### config.mk
export PLATFORM = sky130hd
export DESIGN_NAME = regfile_wb_ctrl
export DESIGN_NICKNAME = d
export VERILOG_FILES = /design/src/rtl/regfile_wb_ctrl_pkg.sv /design/src/rtl/rr_arbiter.sv /design/src/rtl/regfile_wb_ctrl.sv
export SDC_FILE = /design/constraint.sdc
export NUM_CORES = 1
export LEC_CHECK = 0
export BUFFER_PORTS_ARGS = -buffer_cell sky130_fd_sc_hd__buf_2
export CORE_MARGIN = 3
export CORE_UTILIZATION = 40
export DETAILED_ROUTE_END_ITERATION = 8
export PLACE_DENSITY = 0.7
export SYNTH_ARGS = -nofsm -noshare
export SYNTH_HDL_FRONTEND = slang
export SYNTH_SLANG_ARGS = --single-unit
export TNS_END_PERCENT = 50
### constraint.sdc
create_clock -name clk -period 3.1 [get_ports clk]
set_clock_uncertainty 0.05 [all_clocks]
set_input_delay 0.465 -clock clk [delete_from_list [all_inputs] [get_ports clk]]
set_output_delay 0.465 -clock clk [all_outputs]
set_load 0.05 [all_outputs]
### src/rtl/regfile_wb_ctrl_pkg.sv
// Shared types and constants for the register-file write-back controller.
// Holds the register file geometry, the write-back source ids and a one-hot decode helper.
package regfile_wb_ctrl_pkg;

  localparam int REG_W   = 32;
  localparam int REG_AW  = 5;
  localparam int REG_NUM = 32;

  localparam logic [REG_W-1:0] ZERO_WORD = '0;
  localparam logic             WRITE_EN  = 1'b1;

  localparam int WB_SRC_NUM = 3;
  localparam int WB_SRC_ALU = 0;
  localparam int WB_SRC_LSU = 1;
  localparam int WB_SRC_MDU = 2;

  // r0 is hardwired, so its scoreboard bit never decodes
  function automatic logic [REG_NUM-1:0] dec_reg(
    input logic [REG_AW-1:0] a
  );
    logic [REG_NUM-1:0] v;
    v    = '0;
    v[a] = 1'b1;
    v[0] = 1'b0;
    return v;
  endfunction

endpackage

### src/rtl/rr_arbiter.sv
// Generic N-way arbiter: one-hot grant, round-robin or fixed priority.
// Ports: i_clk, i_rst (sync high), i_req[N], i_en (grant consumed), o_gnt[N].
module rr_arbiter #(
  parameter int N     = 2,
  parameter int FIXED = 0
) (
  input  logic         i_clk,
  input  logic         i_rst,
  input  logic [N-1:0] i_req,
  input  logic         i_en,
  output logic [N-1:0] o_gnt
);

  localparam int PW = (N > 1) ? $clog2(N) : 1;

  logic [PW-1:0] r_ptr;
  logic [PW-1:0] w_ptr_nxt;
  logic [N-1:0]  w_gnt;

  // search begins at the pointer; fixed mode always starts at 0
  always_comb begin
    int   idx;
    logic found;
    w_gnt = '0;
    found = 1'b0;
    idx   = 0;
    for (int off = 0; off < N; off++) begin
      if (FIXED != 0) begin
        idx = off;
      end else begin
        idx = int'(r_ptr) + off;
        if (idx >= N) idx = idx - N;
      end
      if (!found && i_req[idx]) begin
        w_gnt[idx] = 1'b1;
        found      = 1'b1;
      end
    end
  end

  always_comb begin
    w_ptr_nxt = r_ptr;
    for (int i = 0; i < N; i++) begin
      if (w_gnt[i]) begin
        w_ptr_nxt = (i == N - 1) ? '0 : PW'(i + 1);
      end
    end
  end

  always_ff @(posedge i_clk) begin
    if (i_rst) begin
      r_ptr <= '0;
    end else if (i_en && |w_gnt) begin
      r_ptr <= w_ptr_nxt;
    end
  end

  assign o_gnt = w_gnt;

endmodule

### src/rtl/regfile_wb_ctrl.sv
// Write-back controller: arbitrates producers onto the regfile write port and tracks pending writes.
// Ports: src_* producer handshake, iss_* destination claim, chk/busy hazard lookup, we/waddr/wdata to regfile.
module regfile_wb_ctrl
  import regfile_wb_ctrl_pkg::*;
#(
  parameter int N_SRC     = WB_SRC_NUM,
  parameter int PRIO_MODE = 0
) (
  input  logic                    clk,
  input  logic                    rst,
  input  logic [N_SRC-1:0]        src_valid,
  output logic [N_SRC-1:0]        src_ready,
  input  logic [N_SRC*REG_AW-1:0] src_addr,
  input  logic [N_SRC*REG_W-1:0]  src_data,
  input  logic                    iss_valid,
  input  logic [REG_AW-1:0]       iss_addr,
  output logic                    iss_ready,
  input  logic [REG_AW-1:0]       chk_addr1,
  input  logic [REG_AW-1:0]       chk_addr2,
  output logic                    busy1,
  output logic                    busy2,
  output logic [REG_NUM-1:0]      busy_vec,
  output logic                    we,
  output logic [REG_AW-1:0]       waddr,
  output logic [REG_W-1:0]        wdata
);

  logic [N_SRC-1:0]   w_gnt;
  logic [N_SRC-1:0]   w_hs;
  logic               w_hs_any;
  logic [REG_AW-1:0]  w_win_addr;
  logic [REG_W-1:0]   w_win_data;
  logic               w_iss_fire;
  logic [REG_NUM-1:0] w_set;
  logic [REG_NUM-1:0] w_clr;

  logic [REG_NUM-1:0] r_busy;
  logic               r_we;
  logic [REG_AW-1:0]  r_waddr;
  logic [REG_W-1:0]   r_wdata;

  rr_arbiter #(
    .N     (N_SRC),
    .FIXED (PRIO_MODE)
  ) u_arb (
    .i_clk (clk),
    .i_rst (rst),
    .i_req (src_valid),
    .i_en  (~rst),
    .o_gnt (w_gnt)
  );

  assign src_ready = rst ? '0 : w_gnt;
  assign w_hs      = src_valid & src_ready;
  assign w_hs_any  = |w_hs;

  // one-hot mux of the winning producer
  always_comb begin
    w_win_addr = '0;
    w_win_data = ZERO_WORD;
    for (int i = 0; i < N_SRC; i++) begin
      if (w_hs[i]) begin
        w_win_addr = src_addr[i*REG_AW +: REG_AW];
        w_win_data = src_data[i*REG_W +: REG_W];
      end
    end
  end

  // registered busy only, so a WAW claim waits for the older write
  assign iss_ready  = ~rst & ~r_busy[iss_addr];
  assign w_iss_fire = iss_valid & iss_ready;
  assign w_set      = w_iss_fire ? dec_reg(iss_addr) : '0;
  assign w_clr      = w_hs_any ? dec_reg(w_win_addr) : '0;

  always_ff @(posedge clk) begin
    if (rst) begin
      r_busy <= '0;
    end else begin
      r_busy <= (r_busy & ~w_clr) | w_set;
    end
  end

  always_ff @(posedge clk) begin
    if (rst) begin
      r_we    <= 1'b0;
      r_waddr <= '0;
      r_wdata <= ZERO_WORD;
    end else if (w_hs_any) begin
      r_we    <= (w_win_addr != '0) ? WRITE_EN : 1'b0;
      r_waddr <= w_win_addr;
      r_wdata <= w_win_data;
    end else begin
      r_we <= 1'b0;
    end
  end

  assign busy1    = ~rst & r_busy[chk_addr1];
  assign busy2    = ~rst & r_busy[chk_addr2];
  assign busy_vec = r_busy;
  assign we       = r_we;
  assign waddr    = r_waddr;
  assign wdata    = r_wdata;

endmodule

; Yosys cells after proc, flatten, opt, wreduce, memory -nomap -nowiden
; Cells that the tools add are included.
[classes]
n_addsub = 5
mul = 0
div = 0
order_cmp = 15
eq_ne = 0
shift = 0
n_mux = 46
bitwise_logic = 13
reduce_logical = 16
[op_table]
columns = op, n
row1 = $mux 32, 8
row2 = $ge 32x1->1 const B, 3
row3 = $lt 32x4->1 const B, 3
row4 = $ge 32x3->1 const B, 2
row5 = $sub 32x3->32 const B, 2
row6 = $and 32x32->32, 1
row7 = $not 32->32, 1
row8 = $or 32x32->32, 1
row9 = $lt 5x6->1 const B, 4
row10 = $mux 1, 17
row11 = $bmux 1 s5, 3
row12 = $mux 5, 3
row13 = $mux 3, 4
row14 = $demux 1 s5, 2
row15 = $ge 5x1->1 const B, 2
row16 = $logic_and 1x1->1, 8
row17 = $bmux 1 s2, 3
row18 = $demux 1 s2, 3
row19 = $mux 2, 3
row20 = $or 3x3->3, 2
row21 = $reduce_or 3->1, 2
row22 = $reduce_bool 5->1, 1
row23 = $and 1x1->1, 4
row24 = $add 2x1->3 const B, 1
row25 = 9 further kinds, 12
[word_totals]
regBits = 72
latch_bits = 0
ram_bits = 0
romBits = 0
inputBits = 132
out_inout_bits = 76
elab_cells = 100
mem_count = 0

; Logic depth before layout (Yosys ltp)
[logic_depth]
depth_word = 25
depth_mapped = 12
ltp_nobuf = 10

; Modules after synthesis
; A second synthesis with hierarchy kept.
[unflattened]
hier_cells = 498
area_unflattened_um2 = 4449.3
[by_module_without_submodules]
columns = module, instances, cells_per_inst, area_each_um2, seq_area_each_um2
row1 = regfile_wb_ctrl, 1, 445, 4001.3, 1381.3
row2 = rr_arbiter, 1, 53, 447.9, 40.0

; Least setup slack after synthesis
; Ideal clock, no wire load.
[synth_timing]
kind = in2out
start = input iss_addr[1]
end = output iss_ready
t_arrival_ps = 2742
required_ps = 2585
path_slack_ps = -157
stages = 6
n_path_buf = 2
path_cell_list = clkbuf_1 buf_1 mux4_2 a221oi_2 nor2_1 nor3_1
[synth_between]
elab_chain_len = 4
[synth_lines]
columns = item, line_no
row1 = "start, declared", regfile_wb_ctrl.sv:16  ; input logic [REG_AW-1:0] iss_addr,
row2 = $bmux 1 s5, regfile_wb_ctrl.sv:70  ; assign iss_ready = ~rst & ~r_busy[iss_addr];
row3 = $mux 1 (implied by the code), regfile_wb_ctrl.sv:70
row4 = $not 1->1, regfile_wb_ctrl.sv:70
row5 = $and 1x1->1, regfile_wb_ctrl.sv:70
row6 = "end, declared", regfile_wb_ctrl.sv:17  ; output logic iss_ready,
; Every way passes these cells. The select of a mux whose other input is x is not followed.

; Final worst setup path
[layout_timing]
start = register u_arb.r_ptr[0]
end = register r_busy[27] (netlist: busy_vec[27])
[layout_between]
elab_chain_len = 25
elab_cells_between_ends = 61
classes_between = add/sub: 5 / order compare: 11 / mux: 30 / bitwise: 6 / reduce/logical: 9
[layout_lines]
columns = item, line_no
row1 = "start, declared", rr_arbiter.sv:16  ; logic [PW-1:0] r_ptr;
row2 = "start signal, assigned", rr_arbiter.sv:54  ; r_ptr <= w_ptr_nxt;
row3 = "parallel branches: the longest is 11 deep, another holds $sub 32x3->32", --
row4 = $mux 3 (*), rr_arbiter.sv:34  ; if (!found && i_req[idx]) begin
row5 = $mux 3 (*), regfile_wb_ctrl.sv:53  ; assign src_ready = rst ? '0 : w_gnt;
row6 = $and 3x3->3 (*), regfile_wb_ctrl.sv:54  ; assign w_hs = src_valid & src_ready;
row7 = $mux 5 (3 in a row), regfile_wb_ctrl.sv:62  ; if (w_hs[i]) begin
row8 = $lt 5x6->1 (implied by the code) or $ge 5x1->1 (tied branches), regfile_wb_ctrl_pkg.sv:23  ; v[a] = 1'b1;
row9 = $logic_and 1x1->1 (implied by the code), regfile_wb_ctrl_pkg.sv:23
row10 = $mux 1 (implied by the code), regfile_wb_ctrl_pkg.sv:23
row11 = $demux 1 s5, regfile_wb_ctrl_pkg.sv:23
row12 = $mux 32 (*), regfile_wb_ctrl.sv:73  ; assign w_clr = w_hs_any ? dec_reg(w_win_addr) : '0;
row13 = $not 32->32 (*), regfile_wb_ctrl.sv:79  ; r_busy <= (r_busy & ~w_clr) | w_set;
row14 = $and 32x32->32 (*), regfile_wb_ctrl.sv:79
row15 = $or 32x32->32 (*), regfile_wb_ctrl.sv:79
row16 = "end signal, assigned", regfile_wb_ctrl.sv:79
row17 = "end, declared", regfile_wb_ctrl.sv:37  ; logic [REG_NUM-1:0] r_busy;
; Every way passes the cells marked *. The select of a mux whose other input is x is not followed.
; A chain may end at the register's enable or synchronous reset.

==> results.tsv <==
metric	value	unit
die width	113	um
final period utilization	96.7	%
sequential area share after synthesis	30.8	%
CTS tree	done	
Crit. End Element	register	
ys flop type	dfxtp_1	
PD cells	810	nW/um^2
LEAKAGE	2.63	nW
Vias	5114	
Placement Cell Area	5770	um^2
Synthesized Nets	656	
final cell count without fillers	860	
Vias/cell	5.95	
clock buffer depth	2	
CTS clk-pin slew, worst paths	0.06	ns
DPL Wire Length	12200	um
Max Clock Freq	334	MHz
synthesis-stage register bit count	71	
die height	113	um
Hold Path Cell Cnt	3	
count of input and output buffers	206	
Critical Path Source Type	register	
Synth cell types	56	
Root Driver	clkbuf_16	
core area	11000	um^2
total track usage	24.6	%
Finished Cell Area	6220	um^2
Post-Syn Instances	520	
Synth area leaders	dfxtp_1, mux4_2, o22a_1	
Clock Latency Late Sink	0.33	ns
total grt overflow	0	
area of the mapped netlist	4610	um^2
EDFF count, synth	0	
cell taking the most area after synthesis	dfxtp_1	
CTS Sinks	71	
number of global-route vias before repair	5104	
fraction of registers with async set or reset after synthesis	0	%
Hold Crit Start	src_data[70]	
fin nets	850	
fin. max-slew vios	0	
Post-DRT Antenna Nets	0	
Synth warnings	0	
Hold Path Class	in -> reg	
# IOs	208	
top-count cell post-synth	dfxtp_1	
Final Util	56.4	%
1st-iter DRT viols	365	
H-tree depth	3	
WS Path Type	reg -> reg	
Initial Util	41.8	%
R2R Path Start	u_arb.r_ptr[0]	
final wirelength	16000	um
post-route minimum period	3.00	ns
crit path from	u_arb.r_ptr[0]	
final number of setup-violating endpoints	0	
most frequent cells after synthesis	dfxtp_1, nor2_1, nor3_1	
post-DR wirelength/cell	18.6	um
top-area cell type share of the netlist area	30.8	%
peak supply drop	0.000522	V
critical path arrival	3.14	ns
global-route wire length before repair	25600	um
Slew @ Worst Pin	0.685	ns
layout cells sized above 1	43.1	%
Placer Congestion	0.923	
setup TNS	0	ns
Remaining DRCs	0	
Inst Count DP	840	
unrepaired setup endpoints after global routing	false	
Site Rows	38	
largest net degree at the start of global routing	42	
drt first pass iters	5	
hold buffer count at cts	0	
Hold Fails Final Rpt	0	
die area	12900	um^2
initial antenna violation count	1	
CP Max Fanout	7	
WP data required	3.24	ns
P&R area growth vs syn	34.8	%
CTS Buf Count	9	
outcome	completed	
Avg Cell Area, Syn	8.87	um^2
Rel. slew slack	54.2	%
Max Cap Violations	0	
R2R cell count	10	
## cells by family (layout without fill, tap and decap cells)
kind of cell,after synthesis,in the layout,share of synthesized area (%)
and+or+nand+nor,199,199,22.0
AOI/OAI and AO/OA,156,156,25.9
DFF,71,71,30.8
buffers and inverters,52,251,4.88
muxes,37,37,15.2
adders and majority gates,4,4,1.09
other,1,2,0.0813
## where the power goes
part	switching, mW	leakage (nW)	internal [mW]	total (mW)
sequential	0.119	0.579	1.13	1.25
clock	0.391	0.165	0.772	1.16
combinational	1.78	1.89	0.841	2.63
total	2.29	2.63	2.74	5.04
## per-layer routing
layer  part of all wire (%)  global-route usage [%]  vias up
met5                  0.081                       0        -
met4                    2.5                    8.57        2
met3                    9.5                    5.62       33
met2                     50                    42.5      265
met1                     38                    30.1     2400
li1                       -                       -     2414
## registers in the layout (all words and copies together) (netlist names)
signal and flops:
wdata 32, busy_vec 31, waddr 5, we 1, u_arb.r_ptr 2
## through the flow
step / setup WS (ns) / hold WS (ns) / power (mW)
6_report: 0.103 / 0.367 / 5.04
5_1_grt: 0.0169 / 0.364 / 5.31
4_1_cts: 0.0467 / 0.359 / 4.96
3_5_place_dp: 0.0559 / 0.408 / 3.78
3_3_place_gp: 0.245 / 0.396 / 3.73
2_1_floorplan: 0.259 / 0.432 / 3.17
## final timing paths
path / slack, ns / end
worst max-delay path: 0.10 / busy_vec[27]
worst min-delay path: 0.37 / wdata[6]
worst max register to register: 0.10 / busy_vec[27]
worst min register to register: 0.42 / waddr[4]
## layout make-up
| class | instances | area [um^2] |
|---|---|---|
| well taps | 140 | 175 |
| multi-input cells | 397 | 3050 |
| inverters | 9 | 33.8 |
| flip-flops and latches | 71 | 1420 |
| clock inverters | 4 | 76.3 |
| diodes | 1 | 2.50 |
| clock buffers | 12 | 267 |
| repair buffers | 226 | 1190 |
| fillers | 1002 | 4810 |
## what timing repair did
| item | CTS | global route |
|---|---|---|
| setup buffers | 0 | 3 |
| setup endpoints to repair | 0 | 61 |
| resized for setup | 0 | 16 |
## worst max-delay path, stage by stage, from the launching register on
cell	delay [ns]
dfxtp_1	0.35
inv_1	0.12
ha_1	0.26
mux2_2	0.37
a32oi_2	0.32
a311oi_4	0.13
buf_4	0.18
a31o_2	0.26
mux2_2	0.37
o41ai_2	0.36
a21oi_1	0.10
## cells in the final DEF (no fill, tap or decap), drive strengths merged, types with 9 or more instances in the layout
cell type    n
nor3        54
clkbuf      12
a311oi      14
nand3        9
o22a        33
nand2b      10
o22ai       34
inv          9
nor2        68
nand2       30
mux4        25
a31oi       13
dfxtp       71
a21oi       20
buf        226
No activity file was read; power rests on OpenSTA's default activity.
